## config.mk

```make
export PLATFORM = sky130hd
export DESIGN_NAME = rsa_modexp_unit_flat
export DESIGN_NICKNAME = d
export VERILOG_FILES = /design/src/rtl/rsa_modexp_unit_if.sv /design/src/rtl/rsa_modexp_unit.sv /design/src/flat_wrapper.sv
export SDC_FILE = /design/constraint.sdc
export NUM_CORES = 1
export LEC_CHECK = 0
export BUFFER_PORTS_ARGS = -buffer_cell sky130_fd_sc_hd__buf_2
export CAP_MARGIN = 20
export CORE_MARGIN = 4
export CORE_UTILIZATION = 65
export CTS_CLUSTER_DIAMETER = 150
export DETAILED_ROUTE_END_ITERATION = 16
export GPL_ROUTABILITY_DRIVEN = 0
export MAX_ROUTING_LAYER = met4
export PLACE_DENSITY = 0.85
export SYNTH_ARGS = -nofsm -noshare
export SYNTH_HDL_FRONTEND = slang
export SYNTH_SLANG_ARGS = --single-unit
```

## constraint.sdc

```tcl
create_clock -name clk -period 8.85 [get_ports clk]
set_input_delay 1.77 -clock clk [delete_from_list [all_inputs] [get_ports clk]]
set_output_delay 1.77 -clock clk [all_outputs]
set_load 0.01 [all_outputs]
```

## src/rtl/rsa_modexp_unit_if.sv

```systemverilog
// Operand/handshake bundle for rsa_modexp_unit; the front-end drives the master side.
interface rsa_modexp_unit_if #(
  parameter int unsigned WIDTH     = 8,
  parameter int unsigned EXP_WIDTH = 8
);
  logic                 en;
  logic                 start;
  logic                 abort;
  logic [WIDTH-1:0]     P;
  logic [EXP_WIDTH-1:0] E;
  logic [WIDTH-1:0]     M;
  logic [WIDTH-1:0]     Const;
  logic [WIDTH-1:0]     C;
  logic                 busy;
  logic                 eoc;
  logic                 err;

  modport master (
    output en, start, abort, P, E, M, Const,
    input  C, busy, eoc, err
  );

  modport slave (
    input  en, start, abort, P, E, M, Const,
    output C, busy, eoc, err
  );
endinterface

```

## src/rtl/rsa_modexp_unit.sv

```systemverilog
// Modular exponentiation C = P^E mod M using two parallel bit-serial radix-2
// Montgomery multipliers, right-to-left binary exponent scan with early exit.
module rsa_modexp_unit #(
  parameter int unsigned WIDTH     = 8,
  parameter int unsigned EXP_WIDTH = 8
) (
  input  logic             clk,
  input  logic             rst,
  rsa_modexp_unit_if.slave bus
);
  localparam int unsigned N  = WIDTH + 2;
  localparam int unsigned CW = $clog2(N);
  localparam logic [N-1:0]  ONE_N    = N'(1);
  localparam logic [CW-1:0] LAST_CYC = CW'(N - 1);

  typedef enum logic [2:0] {IDLE, LOAD, PRE, LOOP, POST, FINAL, DONE} state_e;

  state_e               state_q, state_d;
  logic [WIDTH-1:0]     p_q, m_q, k_q, c_q;
  logic [EXP_WIDTH-1:0] e_q;
  logic                 err_q;
  logic [N-1:0]         x_q, y_q;
  logic [N:0]           s0_q, s1_q;
  logic [CW-1:0]        cyc_q;

  logic [N-1:0]         m_n, a0, b0, a1, b1;
  logic [N:0]           s0_nxt, s1_nxt;
  logic                 last, accept, bad_op, mul_act;
  logic [WIDTH-1:0]     c_fin;

  // One Montgomery step: S <- (S + a*B + q*M) / 2, q chosen to make the sum even.
  function automatic logic [N:0] mmm_step(input logic [N:0] s, input logic a,
                                          input logic [N-1:0] b, input logic [N-1:0] m);
    logic [N+1:0] t;
    t = {1'b0, s} + (a ? {2'b00, b} : '0);
    if (t[0]) t = t + {2'b00, m};
    return t[N+1:1];
  endfunction

  assign m_n     = {2'b00, m_q};
  assign last    = (cyc_q == LAST_CYC);
  assign accept  = (state_q == IDLE) && bus.start && !bus.abort;
  assign bad_op  = !m_q[0] || (p_q >= m_q);
  assign mul_act = (state_q == PRE) || (state_q == LOOP) || (state_q == POST);

  // Unit 0 owns X, unit 1 owns Y; operands stay constant for a whole multiply.
  always_comb begin
    a0 = x_q;
    b0 = x_q;
    a1 = y_q;
    b1 = x_q;
    if (state_q == PRE) begin
      a0 = {2'b00, p_q};
      b0 = {2'b00, k_q};
      a1 = ONE_N;
      b1 = {2'b00, k_q};
    end else if (state_q == POST) begin
      b1 = ONE_N;
    end
    s0_nxt = mmm_step((cyc_q == '0) ? '0 : s0_q, a0[cyc_q], b0, m_n);
    s1_nxt = mmm_step((cyc_q == '0) ? '0 : s1_q, a1[cyc_q], b1, m_n);
    c_fin  = (y_q >= m_n) ? WIDTH'(y_q - m_n) : y_q[WIDTH-1:0];
  end

  always_comb begin
    state_d = state_q;
    unique case (state_q)
      IDLE:  if (accept) state_d = LOAD;
      LOAD:  state_d = bad_op ? DONE : PRE;
      PRE:   if (last) state_d = (e_q == '0) ? POST : LOOP;
      LOOP:  if (last && ((e_q >> 1) == '0)) state_d = POST;
      POST:  if (last) state_d = FINAL;
      FINAL: state_d = DONE;
      DONE:  state_d = IDLE;
      default: state_d = IDLE;
    endcase
    if (bus.abort && (state_q != IDLE)) state_d = IDLE;
  end

  always_ff @(posedge clk) begin
    if (rst)         state_q <= IDLE;
    else if (bus.en) state_q <= state_d;
  end

  always_ff @(posedge clk) begin
    if (rst) begin
      p_q   <= '0;
      m_q   <= '0;
      k_q   <= '0;
      e_q   <= '0;
      c_q   <= '0;
      err_q <= 1'b0;
      x_q   <= '0;
      y_q   <= '0;
      s0_q  <= '0;
      s1_q  <= '0;
      cyc_q <= '0;
    end else if (bus.en) begin
      if (accept) begin
        p_q <= bus.P;
        e_q <= bus.E;
        m_q <= bus.M;
        k_q <= bus.Const;
      end
      if (mul_act && !bus.abort) begin
        cyc_q <= last ? '0 : cyc_q + 1'b1;
        s0_q  <= s0_nxt;
        s1_q  <= s1_nxt;
      end else begin
        cyc_q <= '0;
      end
      // Exponent is consumed by shifting, so bit i is always e_q[0].
      if (last && !bus.abort) begin
        unique case (state_q)
          PRE: begin
            x_q <= s0_nxt[N-1:0];
            y_q <= s1_nxt[N-1:0];
          end
          LOOP: begin
            x_q <= s0_nxt[N-1:0];
            if (e_q[0]) y_q <= s1_nxt[N-1:0];
            e_q <= e_q >> 1;
          end
          POST:    y_q <= s1_nxt[N-1:0];
          default: ;
        endcase
      end
      if (!bus.abort) begin
        if ((state_q == LOAD) && bad_op) begin
          c_q   <= '0;
          err_q <= 1'b1;
        end else if (state_q == FINAL) begin
          c_q   <= c_fin;
          err_q <= 1'b0;
        end
      end
    end
  end

  assign bus.C    = c_q;
  assign bus.err  = err_q;
  assign bus.eoc  = (state_q == DONE);
  assign bus.busy = (state_q != IDLE) && (state_q != DONE);
endmodule

```

## src/flat_wrapper.sv

```systemverilog
// flat-port wrapper written by rule: the top's interface ports become plain ports
module rsa_modexp_unit_flat 
#(
  parameter int unsigned WIDTH     = 8,
  parameter int unsigned EXP_WIDTH = 8
)
  (clk, rst, bus_en, bus_start, bus_abort, bus_P, bus_E, bus_M, bus_Const, bus_C, bus_busy, bus_eoc, bus_err);
  rsa_modexp_unit_if #(.WIDTH(WIDTH), .EXP_WIDTH(EXP_WIDTH)) bus_i ();
  input  logic clk;
  input  logic rst;
  input wire logic [$bits(bus_i.en)-1:0] bus_en;
  input wire logic [$bits(bus_i.start)-1:0] bus_start;
  input wire logic [$bits(bus_i.abort)-1:0] bus_abort;
  input wire logic [$bits(bus_i.P)-1:0] bus_P;
  input wire logic [$bits(bus_i.E)-1:0] bus_E;
  input wire logic [$bits(bus_i.M)-1:0] bus_M;
  input wire logic [$bits(bus_i.Const)-1:0] bus_Const;
  output wire logic [$bits(bus_i.C)-1:0] bus_C;
  output wire logic [$bits(bus_i.busy)-1:0] bus_busy;
  output wire logic [$bits(bus_i.eoc)-1:0] bus_eoc;
  output wire logic [$bits(bus_i.err)-1:0] bus_err;
  assign bus_i.en = bus_en;
  assign bus_i.start = bus_start;
  assign bus_i.abort = bus_abort;
  assign bus_i.P = bus_P;
  assign bus_i.E = bus_E;
  assign bus_i.M = bus_M;
  assign bus_i.Const = bus_Const;
  assign bus_C = bus_i.C;
  assign bus_busy = bus_i.busy;
  assign bus_eoc = bus_i.eoc;
  assign bus_err = bus_i.err;
  rsa_modexp_unit #(.WIDTH(WIDTH), .EXP_WIDTH(EXP_WIDTH)) u_core (.clk(clk), .rst(rst), .bus(bus_i));
endmodule
```

==> results of run 1 <==
==> cell families (layout without fill, tap and decap cells) <==
| kind of cell | count (synthesis) | in the layout | synth area share (%) |
|---|---|---|---|
| and+or+nand+nor | 289 | 289 | 21.2 |
| xor gates and xnor gates | 32 | 32 | 4.30 |
| DFF | 90 | 90 | 27.6 |
| adders and majority gates | 62 | 62 | 12.5 |
| AOI/OAI and AO/OA | 246 | 246 | 24.6 |
| muxes | 31 | 31 | 5.75 |
| buffers and inverters | 65 | 94 | 4.12 |
==> metal layers <==
metal	wire length [um]	share of wire, %	GRT usage [%]	vias up
met5	0	0	-	-
met4	798	4.5	14.2	0
met3	1390	7.9	6.09	71
met2	8220	47	49.7	277
met1	7150	41	38.4	2824
li1	-	-	-	2976
==> critical path: stages, from the launching register on <==
cell	delay (ns)
dfxtp_1	0.54
nor2b_1	0.49
nand2b_2	0.35
mux4_2	0.52
mux2i_1	0.19
mux2i_1	0.12
a32oi_2	0.41
nor2_1	0.14
ha_1	0.29
a21o_1	0.18
and4_1	0.21
a311oi_2	0.39
o21bai_1	0.17
xor2_1	0.26
ha_1	0.28
nor4_1	0.08
o21ai_0	0.09
nand3_1	0.16
nand2b_1	0.19
o21a_1	0.20
o31a_1	0.25
==> Yosys cell counts (all sizes together), types with 3 or more instances <==
cell and instances:
nand2b 12, buf 12, o211ai 4, nor4 7, nor2 85, and3 4
o22ai 9, nand4 7, a21oi 86, a31oi 3, o21a 15, or2 5
nand3 4, fa 5, a32oi 3, o21ai 45, a21o 13, ha 57
inv 26, nor3 21, or3 5, o31a 8, o221a 3, a311oi 4
xor2 10, o21bai 7, and2 23, mux4 5, mux2i 24, dfxtp 90
nand2 94, a21boi 4, nor2b 13, clkbuf 27, xnor2 22, a211oi 31
==> sequential cells by signal, summed over array words and instances, names as in the netlist <==
signal	cells
u_core.s0_q	11
u_core.s1_q	11
u_core.x_q	10
u_core.y_q	10
u_core.bus.C	8
u_core.e_q	8
u_core.k_q	8
u_core.m_q	8
u_core.p_q	8
u_core.cyc_q	4
u_core.state_q	3
u_core.bus.err	1
==> through the flow <==
step                      utilization [%]  cell area (um^2)
after floorplan                         -              6530
after global placement               69.4              6780
after global routing                 71.8              7020
final                                71.8              7020
after CTS                            71.4              6980
after detailed placement             69.4              6780
==> area by class of cell <==
type	count	area, um^2
flip-flops and latches	90	1800
clock inverters	6	65.1
fillers	789	2750
well taps	133	166
repair buffers	52	288
clock buffers	10	138
inverters	26	97.6
multi-input cells	660	4460
==> report_power, final <==
| group | total [uW] | internal, uW | switching (uW) |
|---|---|---|---|
| sequential | 426 | 413 | 12.6 |
| clock | 296 | 139 | 157 |
| combinational | 96.0 | 40.0 | 56.0 |
==> worst paths after layout <==
check        cells past startpoint               to              start  slack [ns]
max                             20   u_core.s0_q[9]  u_core.state_q[1]        3.21
min                              2  u_core.bus.C[2]    u_core.bus.C[2]        0.45
max reg2reg                     20   u_core.s0_q[9]  u_core.state_q[1]        3.21
min reg2reg                      2  u_core.bus.C[2]    u_core.bus.C[2]        0.45
==> impl_table.tex, run 1 <==
\begin{tabular}{lr}
\hline
Metric & Value \\
\hline
\multicolumn{2}{l}{\textbf{Status}} \\
\quad Status & finished, final reports clean \\
\multicolumn{2}{l}{\textbf{Logic synthesis}} \\
\quad Post-synthesis cell type count & 68 \\
\quad Yosys warning count & 0 \\
\quad Netlist area before placement & 6530 um\^{}2 \\
\quad Area share of the largest cell type after synthesis & 27.6\% \\
\quad Dominant cell type by area after synthesis & dfxtp\_1 \\
\quad Synth async-reset ratio & 0\% \\
\quad Leading register cell type out of synthesis & dfxtp\_1 \\
\quad Sequential share of the synthesized area & 27.6\% \\
\quad Instance count of the mapped netlist & 815 \\
\quad Average size of a mapped cell & 8.01 um\^{}2 \\
\quad Flip-flop and latch count after synthesis & 90 \\
\quad Synth Net Count & 914 \\
\quad EDFF count, synth & 0 \\
\quad Dominant cells by area after synthesis & dfxtp\_1 28\%, ha\_1 11\%, a21oi\_1 6.6\% \\
\multicolumn{2}{l}{\textbf{Detailed routing}} \\
\quad Total via count after detailed routing & 6148 \\
\quad Average wire length per cell after detail routing & 18.0 um \\
\quad DRC violation total after the first TritonRoute iteration & 479 \\
\quad Final Routed Wirelength & 17600 um \\
\quad Residual DRC & 0 \\
\quad Drt via density & 6.29 \\
\quad First-pass iteration count of the detailed router & 5 \\
\quad Antenna-violating nets left & 0 \\
\multicolumn{2}{l}{\textbf{Cells and area}} \\
\quad Post-synthesis to final-layout area growth & 7.59\% \\
\quad Number of antenna cells inserted & 0 \\
\quad Most common library cell in the layout ignoring fill and taps & nand2\_1 \\
\quad Final cell count without fillers & 977 \\
\quad Fraction of layout instances using a drive strength above 1 & 11.8\% \\
\quad Net total in the final layout & 938 \\
\quad Commonest non-fill, non-tap cells in the layout & 93 x nand2\_1, 90 x dfxtp\_1, 86 x a21oi\_1, 84 x nor2\_1, 57 x ha\_1 \\
\multicolumn{2}{l}{\textbf{Clocking}} \\
\quad Post-CTS sizing & 0 \\
\quad Post-CTS Setup Repair Bufs & 0 \\
\quad Worst skew pair latency & 0.38 ns \\
\quad H-tree lvl count & 3 \\
\quad Largest buffer count on any clock path & 2 \\
\quad Number of sinks driven by the clock tree & 90 \\
\quad Worst-path clk slew & 0.09 ns \\
\quad Clock tree root buffer cell & clkbuf\_8 \\
\quad Clock tree from TritonCTS & built \\
\quad Number of CTS-inserted buffers & 9 \\
\quad CTS hold repair buffers & 0 \\
\multicolumn{2}{l}{\textbf{Placed design}} \\
\quad Count of buffers inserted at the top-level ports & 47 \\
\quad Number of placed cells counting well taps & 958 \\
\quad DPL Wire Length & 12900 um \\
\quad Place WS & 3.47 ns \\
\multicolumn{2}{l}{\textbf{Power}} \\
\quad Total power of the final layout & 818 uW \\
\quad P per Cell Area & 116 nW/um\^{}2 \\
\quad Largest voltage drop on the vdd net & 117 uV \\
\quad Static Leak & 0.00283 uW \\
\multicolumn{2}{l}{\textbf{STA}} \\
\quad Setup violators final & 0 \\
\quad Fin Setup TNS & 0 ns \\
\quad Unrepaired setup endpoints after global routing & false \\
\quad Max transition margin & 32.4\% \\
\quad Worst-case setup margin in the final layout & 3.21 ns \\
\quad Final-report max-slew violation count & 0 \\
\quad Highest clock frequency the design can meet & 0.177 GHz \\
\quad Fin Hold WS & 0.450 ns \\
\quad Final min period & 5.64 ns \\
\quad Fin crit share & 63.7\% \\
\quad Worst Tran Pin Value & 1.01 ns \\
\quad Final count of hold timing violations & 0 \\
\quad Final setup skew & 0.0135 ns \\
\multicolumn{2}{l}{\textbf{Floorplanning}} \\
\quad Area of the placeable core & 9770 um\^{}2 \\
\quad Initial Util & 66.8\% \\
\quad DIE WIDTH & 108 um \\
\quad Io pins & 48 \\
\quad Die Ht & 108 um \\
\quad Total Die Area & 11700 um\^{}2 \\
\quad Row count & 36 \\
\multicolumn{2}{l}{\textbf{Global route}} \\
\quad Antenna violations before repair & 0 \\
\quad Combined global-route utilization of all metal layers & 31.2\% \\
\quad Pin count of the biggest net entering global routing & 75 \\
\quad Remaining global-route overflow & 0 \\
\quad Number of global-route vias before repair & 5844 \\
\quad First-pass GRT wire length & 28100 um \\
\multicolumn{2}{l}{\textbf{Worst hold path}} \\
\quad Class of the tightest hold or removal check & flip-flop to flip-flop \\
\multicolumn{2}{l}{\textbf{Setup path}} \\
\quad Crit path kind & flip-flop to flip-flop \\
\quad Required time reported for the critical path endpoint & 9.12 ns \\
\quad Critical path arrival & 5.91 ns \\
\quad Type of destination of the critical path & flip-flop \\
\quad Category of the worst setup path launch point & flip-flop \\
\quad Maximum net fanout on the critical path & 14 \\
\multicolumn{2}{l}{\textbf{Run}} \\
\quad Number of maximum-capacitance violations & 0 \\
\hline
\end{tabular}
No activity file was read; power rests on OpenSTA's default activity.
==> run 2, diff against run 1 <==
--- a/config.mk
+++ b/config.mk
@@ -8,12 +8,12 @@
 export BUFFER_PORTS_ARGS = -buffer_cell sky130_fd_sc_hd__buf_2
 export CAP_MARGIN = 20
 export CORE_MARGIN = 4
-export CORE_UTILIZATION = 65
+export CORE_UTILIZATION = 56
 export CTS_CLUSTER_DIAMETER = 150
 export DETAILED_ROUTE_END_ITERATION = 16
 export GPL_ROUTABILITY_DRIVEN = 0
 export MAX_ROUTING_LAYER = met4
-export PLACE_DENSITY = 0.85
+export PLACE_DENSITY = 0.78
 export SYNTH_ARGS = -nofsm -noshare
 export SYNTH_HDL_FRONTEND = slang
 export SYNTH_SLANG_ARGS = --single-unit
==> constraint.sdc (replaced) <==
create_clock -name clk -period 4.75 [get_ports clk]
set_input_delay 0.95 -clock clk [delete_from_list [all_inputs] [get_ports clk]]
set_output_delay 0.95 -clock clk [all_outputs]
set_load 0.01 [all_outputs]
==> run 2 against run 1 <==
  * Clock-buffer cell count is 1 higher
  * Die area increased by 15%
  * Routed wire length increased by 4.4%
  * Utilization is 8.5 points lower
  * Global-route usage shrank 2.5 points
  * Sequential power rose by 85%
  * Cell area grew 3.0%
  * Register-to-register slack lost 3.0 ns
  * Combinational power is 99% higher
  * Hold slack is essentially flat
  * Critical endpoint unchanged
==> impl_table.tex, run 2 (synthesized netlist as in run 1, its figures left out) <==
\begin{tabular}{lr}
\hline
Metric & Value \\
\hline
\multicolumn{2}{l}{\textbf{STA}} \\
\quad Fin crit share & 96.0\% (+32 points) \\
\quad Final count of hold timing violations & 0 (unchanged) \\
\quad Max transition margin & 34.7\% (+2.3 points) \\
\quad Final setup skew & 0.00712 ns (-0.00640 ns) \\
\quad Unrepaired setup endpoints after global routing & true \\
\quad Worst Tran Pin Value & 0.980 ns (-0.0347 ns) \\
\quad Setup violators final & 0 (unchanged) \\
\quad Highest clock frequency the design can meet & 0.219 GHz (+24\%) \\
\quad Fin Hold WS & 0.450 ns (-0.000177 ns) \\
\quad Final min period & 4.56 ns (-1.08 ns) \\
\quad Final-report max-slew violation count & 0 (unchanged) \\
\multicolumn{2}{l}{\textbf{Setup path}} \\
\quad R2R Setup Slk & 0.19 ns (-3.02 ns) \\
\quad Category of the worst setup path launch point & flip-flop \\
\quad Required time reported for the critical path endpoint & 4.98 ns (-4.14 ns) \\
\quad Maximum net fanout on the critical path & 6 (-8) \\
\quad Stage delay of the slowest cell on the critical path & 0.51 ns (-0.03 ns) \\
\quad Number of buffer and inverter instances along the worst setup path & 0 (unchanged) \\
\quad Critical path's top delay family & compound AO/OA/AOI/OAI gates \\
\quad Endpoint of the worst-slack reg-to-reg timing path & u\_core.s0\_q[9] \\
\quad Startpoint of the worst register-to-register path & u\_core.state\_q[1] \\
\quad Type of destination of the critical path & flip-flop \\
\quad Critical path arrival & 4.79 ns (-1.12 ns) \\
\quad Crit path kind & flip-flop to flip-flop \\
\quad Cells on worst reg2reg path & 20 (unchanged) \\
\quad Critical-path top delay cell & mux4\_2 \\
\quad Worst path cell trace & nor2b\_2 > nand2b\_4 > mux4\_2 > mux2i\_1 > mux2i\_1 > a32oi\_2 > a21oi\_1 > ha\_1 > fa\_1 > a21o\_1 > a22oi\_1 > nor2b\_2 > xnor2\_1 > ha\_1 > nor4\_1 > o21ai\_0 > nand3\_1 > nand2b\_1 > nor3\_1 > o31a\_1 \\
\multicolumn{2}{l}{\textbf{Global route}} \\
\quad First-pass GRT wire length & 29900 um (+6.5\%) \\
\quad Combined global-route utilization of all metal layers & 28.7\% (-2.5 points) \\
\quad Number of global-route vias before repair & 6161 (+5.4\%) \\
\quad Remaining global-route overflow & 0 (unchanged) \\
\quad Antenna violations before repair & 0 (unchanged) \\
\quad Pin count of the biggest net entering global routing & 50 (-33\%) \\
\multicolumn{2}{l}{\textbf{Status}} \\
\quad Status & finished, final reports clean \\
\multicolumn{2}{l}{\textbf{Floorplanning}} \\
\quad Total Die Area & 13400 um\^{}2 (+15\%) \\
\quad Die Ht & 116 um (+7.2\%) \\
\quad Io pins & 48 (unchanged) \\
\quad DIE WIDTH & 116 um (+7.2\%) \\
\quad Initial Util & 57.1\% (-9.6 points) \\
\quad Area of the placeable core & 11400 um\^{}2 (+17\%) \\
\quad Row count & 39 (+8.3\%) \\
\multicolumn{2}{l}{\textbf{Detailed routing}} \\
\quad Drt via density & 6.30 (about the same) \\
\quad Total via count after detailed routing & 6277 (+2.1\%) \\
\quad First-pass iteration count of the detailed router & 8 (+3) \\
\quad Antenna-violating nets left & 0 (unchanged) \\
\quad Final Routed Wirelength & 18300 um (+4.4\%) \\
\quad Average wire length per cell after detail routing & 18.4 um (+2.3\%) \\
\quad Residual DRC & 0 (unchanged) \\
\quad DRC violation total after the first TritonRoute iteration & 546 (+14\%) \\
\multicolumn{2}{l}{\textbf{Cells and area}} \\
\quad Post-synthesis to final-layout area growth & 10.8\% \\
\quad Most common library cell in the layout ignoring fill and taps & nand2\_1 \\
\quad Commonest non-fill, non-tap cells in the layout & 93 x nand2\_1, 88 x dfxtp\_1, 86 x a21oi\_1, 84 x nor2\_1, 56 x ha\_1 \\
\quad Number of antenna cells inserted & 0 (unchanged) \\
\quad Post-route cell area & 7230 um\^{}2 (+3.0\%) \\
\quad Fraction of layout instances using a drive strength above 1 & 13.7\% (+1.9 points) \\
\quad Net total in the final layout & 948 (+1.1\%) \\
\quad Largest registers in the final layout & u\_core.s0\_q (11), u\_core.s1\_q (11) \\
\multicolumn{2}{l}{\textbf{Placed design}} \\
\quad DPL Wire Length & 13600 um (+5.8\%) \\
\quad Placement Cell Area & 6880 um\^{}2 (+1.5\%) \\
\quad Count of buffers inserted at the top-level ports & 47 (unchanged) \\
\multicolumn{2}{l}{\textbf{Clocking}} \\
\quad Worst skew pair latency & 0.35 ns (-0.03 ns) \\
\quad Number of CTS-inserted buffers & 9 (unchanged) \\
\quad Worst-path clk slew & 0.07 ns (-0.02 ns) \\
\quad Clock tree from TritonCTS & built \\
\quad Clock tree root buffer cell & clkbuf\_16 \\
\quad Number of sinks driven by the clock tree & 90 (unchanged) \\
\quad Largest buffer count on any clock path & 2 (unchanged) \\
\quad Post-CTS Setup Repair Bufs & 0 (unchanged) \\
\quad H-tree lvl count & 3 (unchanged) \\
\multicolumn{2}{l}{\textbf{Worst hold path}} \\
\quad Worst min-delay path startpoint & u\_core.bus.C[1] \\
\quad Number of instances on the worst hold path & 2 (unchanged) \\
\quad Class of the tightest hold or removal check & flip-flop to flip-flop \\
\quad End point of the most critical hold path & u\_core.bus.C[1] \\
\multicolumn{2}{l}{\textbf{Power}} \\
\quad Total power of the final layout & 1680 uW (+110\%) \\
\quad Largest voltage drop on the vdd net & 237 uV (+100\%) \\
\quad P per Cell Area & 233 nW/um\^{}2 (+100\%) \\
\quad Static Leak & 0.00293 uW (+3.6\%) \\
\multicolumn{2}{l}{\textbf{Run}} \\
\quad Number of maximum-capacitance violations & 0 (unchanged) \\
\hline
\end{tabular}
[run 2: cell type report]
class	count	area, um^2
fill	943	4190
clock inverter	5	36.3
clock buffer	11	253
tap	143	179
timing repair buffer	62	367
sequential	90	1810
multi-input combinational	660	4490
inverter	26	97.6
[run 2: worst register-to-register path, delay by kind of cell (launching register included)]
kind | cells | cell delay, ns
muxes | 3 | 0.77
xor gates and xnor gates | 1 | 0.09
and+or+nand+nor | 7 | 1.18
DFF | 1 | 0.31
AOI/OAI and AO/OA | 6 | 1.20
adders and majority gates | 3 | 0.90
[run 2: worst max path at each step]
| stage | endpoint | startpoint | cells after the start |
|---|---|---|---|
| final | u_core.s0_q[9] | u_core.state_q[1] | 20 |
| after global routing | u_core.x_q[6] | u_core.state_q[1] | 19 |
| after CTS | u_core.s1_q[9] | u_core.cyc_q[1] | 20 |
| after detailed placement | u_core.s1_q[9] | u_core.cyc_q[0] | 17 |
| after global placement | u_core.s1_q[9] | u_core.cyc_q[0] | 17 |
| after floorplan | u_core.s0_q[9] | u_core.state_q[2] | 21 |
[run 2: metrics by stage]
step | setup slack (ns) | utilization, % | instances | setup TNS [ns]
after floorplan | 0.385 | - | 815 | 0
after global placement | 0.144 | 60.1 | 978 | 0
after detailed placement | -0.0300 | 60.2 | 979 | -0.0300
after CTS | 0.0354 | 62.8 | 995 | 0
after global routing | -0.0149 | 63.3 | 997 | -0.0180
final | 0.189 | 63.3 | 997 | 0
[run 2: timing repair]
action                                  CTS  global route
endpoints found under the setup margin    2            23
hold buffers                              0             0
pin swaps                                 0             2
hold endpoints to repair                  0             0
gates resized for setup                   1            11
[run 2: where the power goes]
group          internal, uW  total [uW]  switching (uW)
logic                  78.3         191             112
registers               770         788            18.7
clock network           387         704             317
[run 2: routing by layer]
layer | GRT usage, % | wire (um) | vias to the layer above
li1 | - | - | 3001
met5 | - | 0 | -
met3 | 5.43 | 1310 | 66
met2 | 46.2 | 8730 | 274
met4 | 14.3 | 765 | 0
met1 | 34.3 | 7520 | 2936
==> run 3, diff against run 2 <==
--- a/config.mk
+++ b/config.mk
@@ -13,7 +13,7 @@
 export DETAILED_ROUTE_END_ITERATION = 16
 export GPL_ROUTABILITY_DRIVEN = 0
 export MAX_ROUTING_LAYER = met4
-export PLACE_DENSITY = 0.78
+export PLACE_DENSITY = 0.8
 export SYNTH_ARGS = -nofsm -noshare
 export SYNTH_HDL_FRONTEND = slang
 export SYNTH_SLANG_ARGS = --single-unit
==> run 3 against run 2 <==
  * Combinational power fell by 2%
  * Cell count stayed put
  * Critical path type unchanged
  * Highest routed layer unchanged
  * Sequential share of layout area fell by 0.15 points
  * Register-to-register slack better by 0.14 ns
==> impl_table.tex, run 3 (synthesized netlist as in run 1, its figures left out) <==
\begin{tabular}{lr}
\hline
Metric & Value \\
\hline
\multicolumn{2}{l}{\textbf{Floorplanning}} \\
\quad Io pins & 48 (unchanged) \\
\quad Initial Util & 57.1\% (unchanged) \\
\quad DIE WIDTH & 116 um (unchanged) \\
\quad Die Ht & 116 um (unchanged) \\
\quad Row count & 39 (unchanged) \\
\quad Area of the placeable core & 11400 um\^{}2 (unchanged) \\
\quad Total Die Area & 13400 um\^{}2 (unchanged) \\
\multicolumn{2}{l}{\textbf{Global route}} \\
\quad Pin count of the biggest net entering global routing & 56 (+12\%) \\
\quad Number of global-route vias before repair & 5537 (-10\%) \\
\quad Remaining global-route overflow & 0 (unchanged) \\
\quad First-pass GRT wire length & 27200 um (-9.1\%) \\
\quad Combined global-route utilization of all metal layers & 26.2\% (-2.5 points) \\
\quad Antenna violations before repair & 0 (unchanged) \\
\multicolumn{2}{l}{\textbf{STA}} \\
\quad Worst Tran Pin Value & 1.04 ns (+0.0637 ns) \\
\quad Final min period & 4.42 ns (-0.136 ns) \\
\quad Fin Setup TNS & 0 ns (unchanged) \\
\quad Highest clock frequency the design can meet & 0.226 GHz (+3.1\%) \\
\quad Unrepaired setup endpoints after global routing & false \\
\quad Setup violators final & 0 (unchanged) \\
\quad Max transition margin & 30.4\% (-4.3 points) \\
\quad Final count of hold timing violations & 0 (unchanged) \\
\quad Final-report max-slew violation count & 0 (unchanged) \\
\quad Final setup skew & 0.00905 ns (+0.00193 ns) \\
\quad Fin crit share & 93.2\% (-2.9 points) \\
\multicolumn{2}{l}{\textbf{Cells and area}} \\
\quad Fraction of layout instances using a drive strength above 1 & 13.6\% (-0.12 points) \\
\quad Filler Cells Inserted & 1023 (+8.5\%) \\
\quad Most common library cell in the layout ignoring fill and taps & nand2\_1 \\
\quad Number of antenna cells inserted & 0 (unchanged) \\
\quad Post-route cell area & 7250 um\^{}2 (+0.31\%) \\
\quad Post-synthesis to final-layout area growth & 11.1\% \\
\quad Largest registers in the final layout & u\_core.s0\_q (11), u\_core.s1\_q (11) \\
\quad Net total in the final layout & 950 (+0.21\%) \\
\quad Commonest non-fill, non-tap cells in the layout & 93 x nand2\_1, 88 x dfxtp\_1, 86 x a21oi\_1, 84 x nor2\_1, 54 x ha\_1 \\
\multicolumn{2}{l}{\textbf{Detailed routing}} \\
\quad DRC violation total after the first TritonRoute iteration & 464 (-15\%) \\
\quad Top Metal Used & met4 \\
\quad Drt via density & 6.04 (-4.1\%) \\
\quad Average wire length per cell after detail routing & 16.9 um (-8.1\%) \\
\quad Routed metal-1 wirelength & 7360 um (-2.1\%) \\
\quad Total via count after detailed routing & 6020 (-4.1\%) \\
\quad First-pass iteration count of the detailed router & 5 (-3) \\
\quad DR WL met2 & 7820 um (-10\%) \\
\quad Final Routed Wirelength & 16800 um (-8.1\%) \\
\quad Residual DRC & 0 (unchanged) \\
\quad Antenna-violating nets left & 0 (unchanged) \\
\quad Met3 layer wire length in the routed design & 1220 um (-7.1\%) \\
\multicolumn{2}{l}{\textbf{Clocking}} \\
\quad Worst skew pair latency & 0.35 ns (about the same) \\
\quad Largest buffer count on any clock path & 2 (unchanged) \\
\quad Number of sinks driven by the clock tree & 90 (unchanged) \\
\quad H-tree lvl count & 3 (unchanged) \\
\quad Number of CTS-inserted buffers & 9 (unchanged) \\
\quad Clock tree root buffer cell & clkbuf\_16 \\
\quad Worst-path clk slew & 0.06 ns (about the same) \\
\quad CTS hold repair buffers & 0 (unchanged) \\
\quad Clock tree from TritonCTS & built \\
\multicolumn{2}{l}{\textbf{Setup path}} \\
\quad Number of buffer and inverter instances along the worst setup path & 1 (+1) \\
\quad Stage delay of the slowest cell on the critical path & 0.50 ns (about the same) \\
\quad Category of the worst setup path launch point & flip-flop \\
\quad Critical path arrival & 4.66 ns (-0.13 ns) \\
\quad Critical path's top delay family & compound AO/OA/AOI/OAI gates \\
\quad Required time reported for the critical path endpoint & 4.99 ns (about the same) \\
\quad Worst path cell trace & nor2b\_2 > nand2b\_4 > mux4\_2 > mux2i\_1 > mux2i\_1 > a32oi\_2 > buf\_4 > nor2\_1 > ha\_2 > a21o\_1 > a311oi\_4 > o21bai\_1 > xor2\_1 > ha\_2 > o21a\_1 > o21a\_1 > nand3\_1 > nand2b\_1 > o21a\_1 > o31a\_1 \\
\quad Type of destination of the critical path & flip-flop \\
\quad Crit path kind & flip-flop to flip-flop \\
\quad Maximum net fanout on the critical path & 8 (+2) \\
\quad Critical-path top delay cell & mux4\_2 \\
\quad Most frequent CP cell & o21a\_1 \\
\multicolumn{2}{l}{\textbf{Placed design}} \\
\quad DPL Wire Length & 12600 um (-7.8\%) \\
\quad Placement Cell Area & 6890 um\^{}2 (+0.16\%) \\
\quad Count of buffers inserted at the top-level ports & 47 (unchanged) \\
\multicolumn{2}{l}{\textbf{Power}} \\
\quad Static Leak & 0.00294 uW (+0.15\%) \\
\quad Largest voltage drop on the vdd net & 276 uV (+16\%) \\
\quad P per Cell Area & 239 nW/um\^{}2 (+2.9\%) \\
\multicolumn{2}{l}{\textbf{Worst hold path}} \\
\quad Class of the tightest hold or removal check & flip-flop to flip-flop \\
\multicolumn{2}{l}{\textbf{Run}} \\
\quad Number of maximum-capacitance violations & 0 (unchanged) \\
\multicolumn{2}{l}{\textbf{Status}} \\
\quad Status & finished, final reports clean \\
\hline
\end{tabular}
-- run 3: cell types whose count changed in the layout (fill, tap and decap cells not counted), moves of 2 or more --
cell / before / now
buf_4: 11 / 16
buf_6: 3 / 1
bufinv_16: 0 / 2
dfxtp_2: 0 / 2
dfxtp_4: 2 / 0
ha_1: 56 / 54
ha_2: 1 / 3
inv_6: 2 / 0
-- run 3: power by group --
group          internal [uW]  total [uW]  switching (uW)
Clock                    469         760             291
Sequential               771         789            17.9
Combinational           77.3         187             110
-- run 3: timing repair --
action,4_1_cts,5_1_grt
setup endpoints to repair,0,18
gates resized for setup,0,10
buffers inserted,0,1
-- run 3: final cells by class --
| type | count | area, um^2 | share of cell area [%] |
|---|---|---|---|
| Multi-Input combinational cell | 660 | 4500 | 62.0 |
| Clock buffer | 11 | 243 | 3.35 |
| Timing Repair Buffer | 64 | 367 | 5.06 |
| Tap cell | 143 | 179 | 2.47 |
| Inverter | 26 | 97.6 | 1.35 |
| Clock inverter | 3 | 65.1 | 0.897 |
| Sequential cell | 90 | 1800 | 24.9 |
-- run 3: layer usage --
metal | vias up | global-route usage, %
met5 | - | -
met1 | 2789 | 33.7
met3 | 38 | 5.17
met4 | 0 | 9.28
met2 | 209 | 41.0
li1 | 2984 | -
-- run 3: final timing paths --
path                     start         endpoint  slack, ns  cells past startpoint
max reg2reg  u_core.state_q[1]   u_core.s0_q[9]       0.33                     20
min            u_core.bus.C[2]  u_core.bus.C[2]       0.44                      2
max          u_core.state_q[1]   u_core.s0_q[9]       0.33                     20
min reg2reg    u_core.bus.C[2]  u_core.bus.C[2]       0.44                      2
-- run 3: per-stage QoR --
step                      setup slack [ns]  hold WS, ns  cells  utilization [%]  total power, uW
after floorplan                      0.385        0.432    815                -              932
after CTS                            0.170        0.451    995             63.0             1740
after global routing                0.0122        0.478    997             63.5             1800
after detailed placement             0.170        0.437    981             60.3              988
final                                0.325        0.442    997             63.5             1740
after global placement               0.227        0.428    981             60.3              984
-- run 3: worst register-to-register path, delay by kind of cell (launching register included) --
| family | cells | cell delay (ns) |
|---|---|---|
| muxes | 3 | 0.75 |
| xor gates and xnor gates | 1 | 0.20 |
| buffers and inverters | 1 | 0.19 |
| and+or+nand+nor | 5 | 0.66 |
| AOI/OAI and AO/OA | 8 | 1.57 |
| DFF | 1 | 0.31 |
| adders and majority gates | 2 | 0.65 |
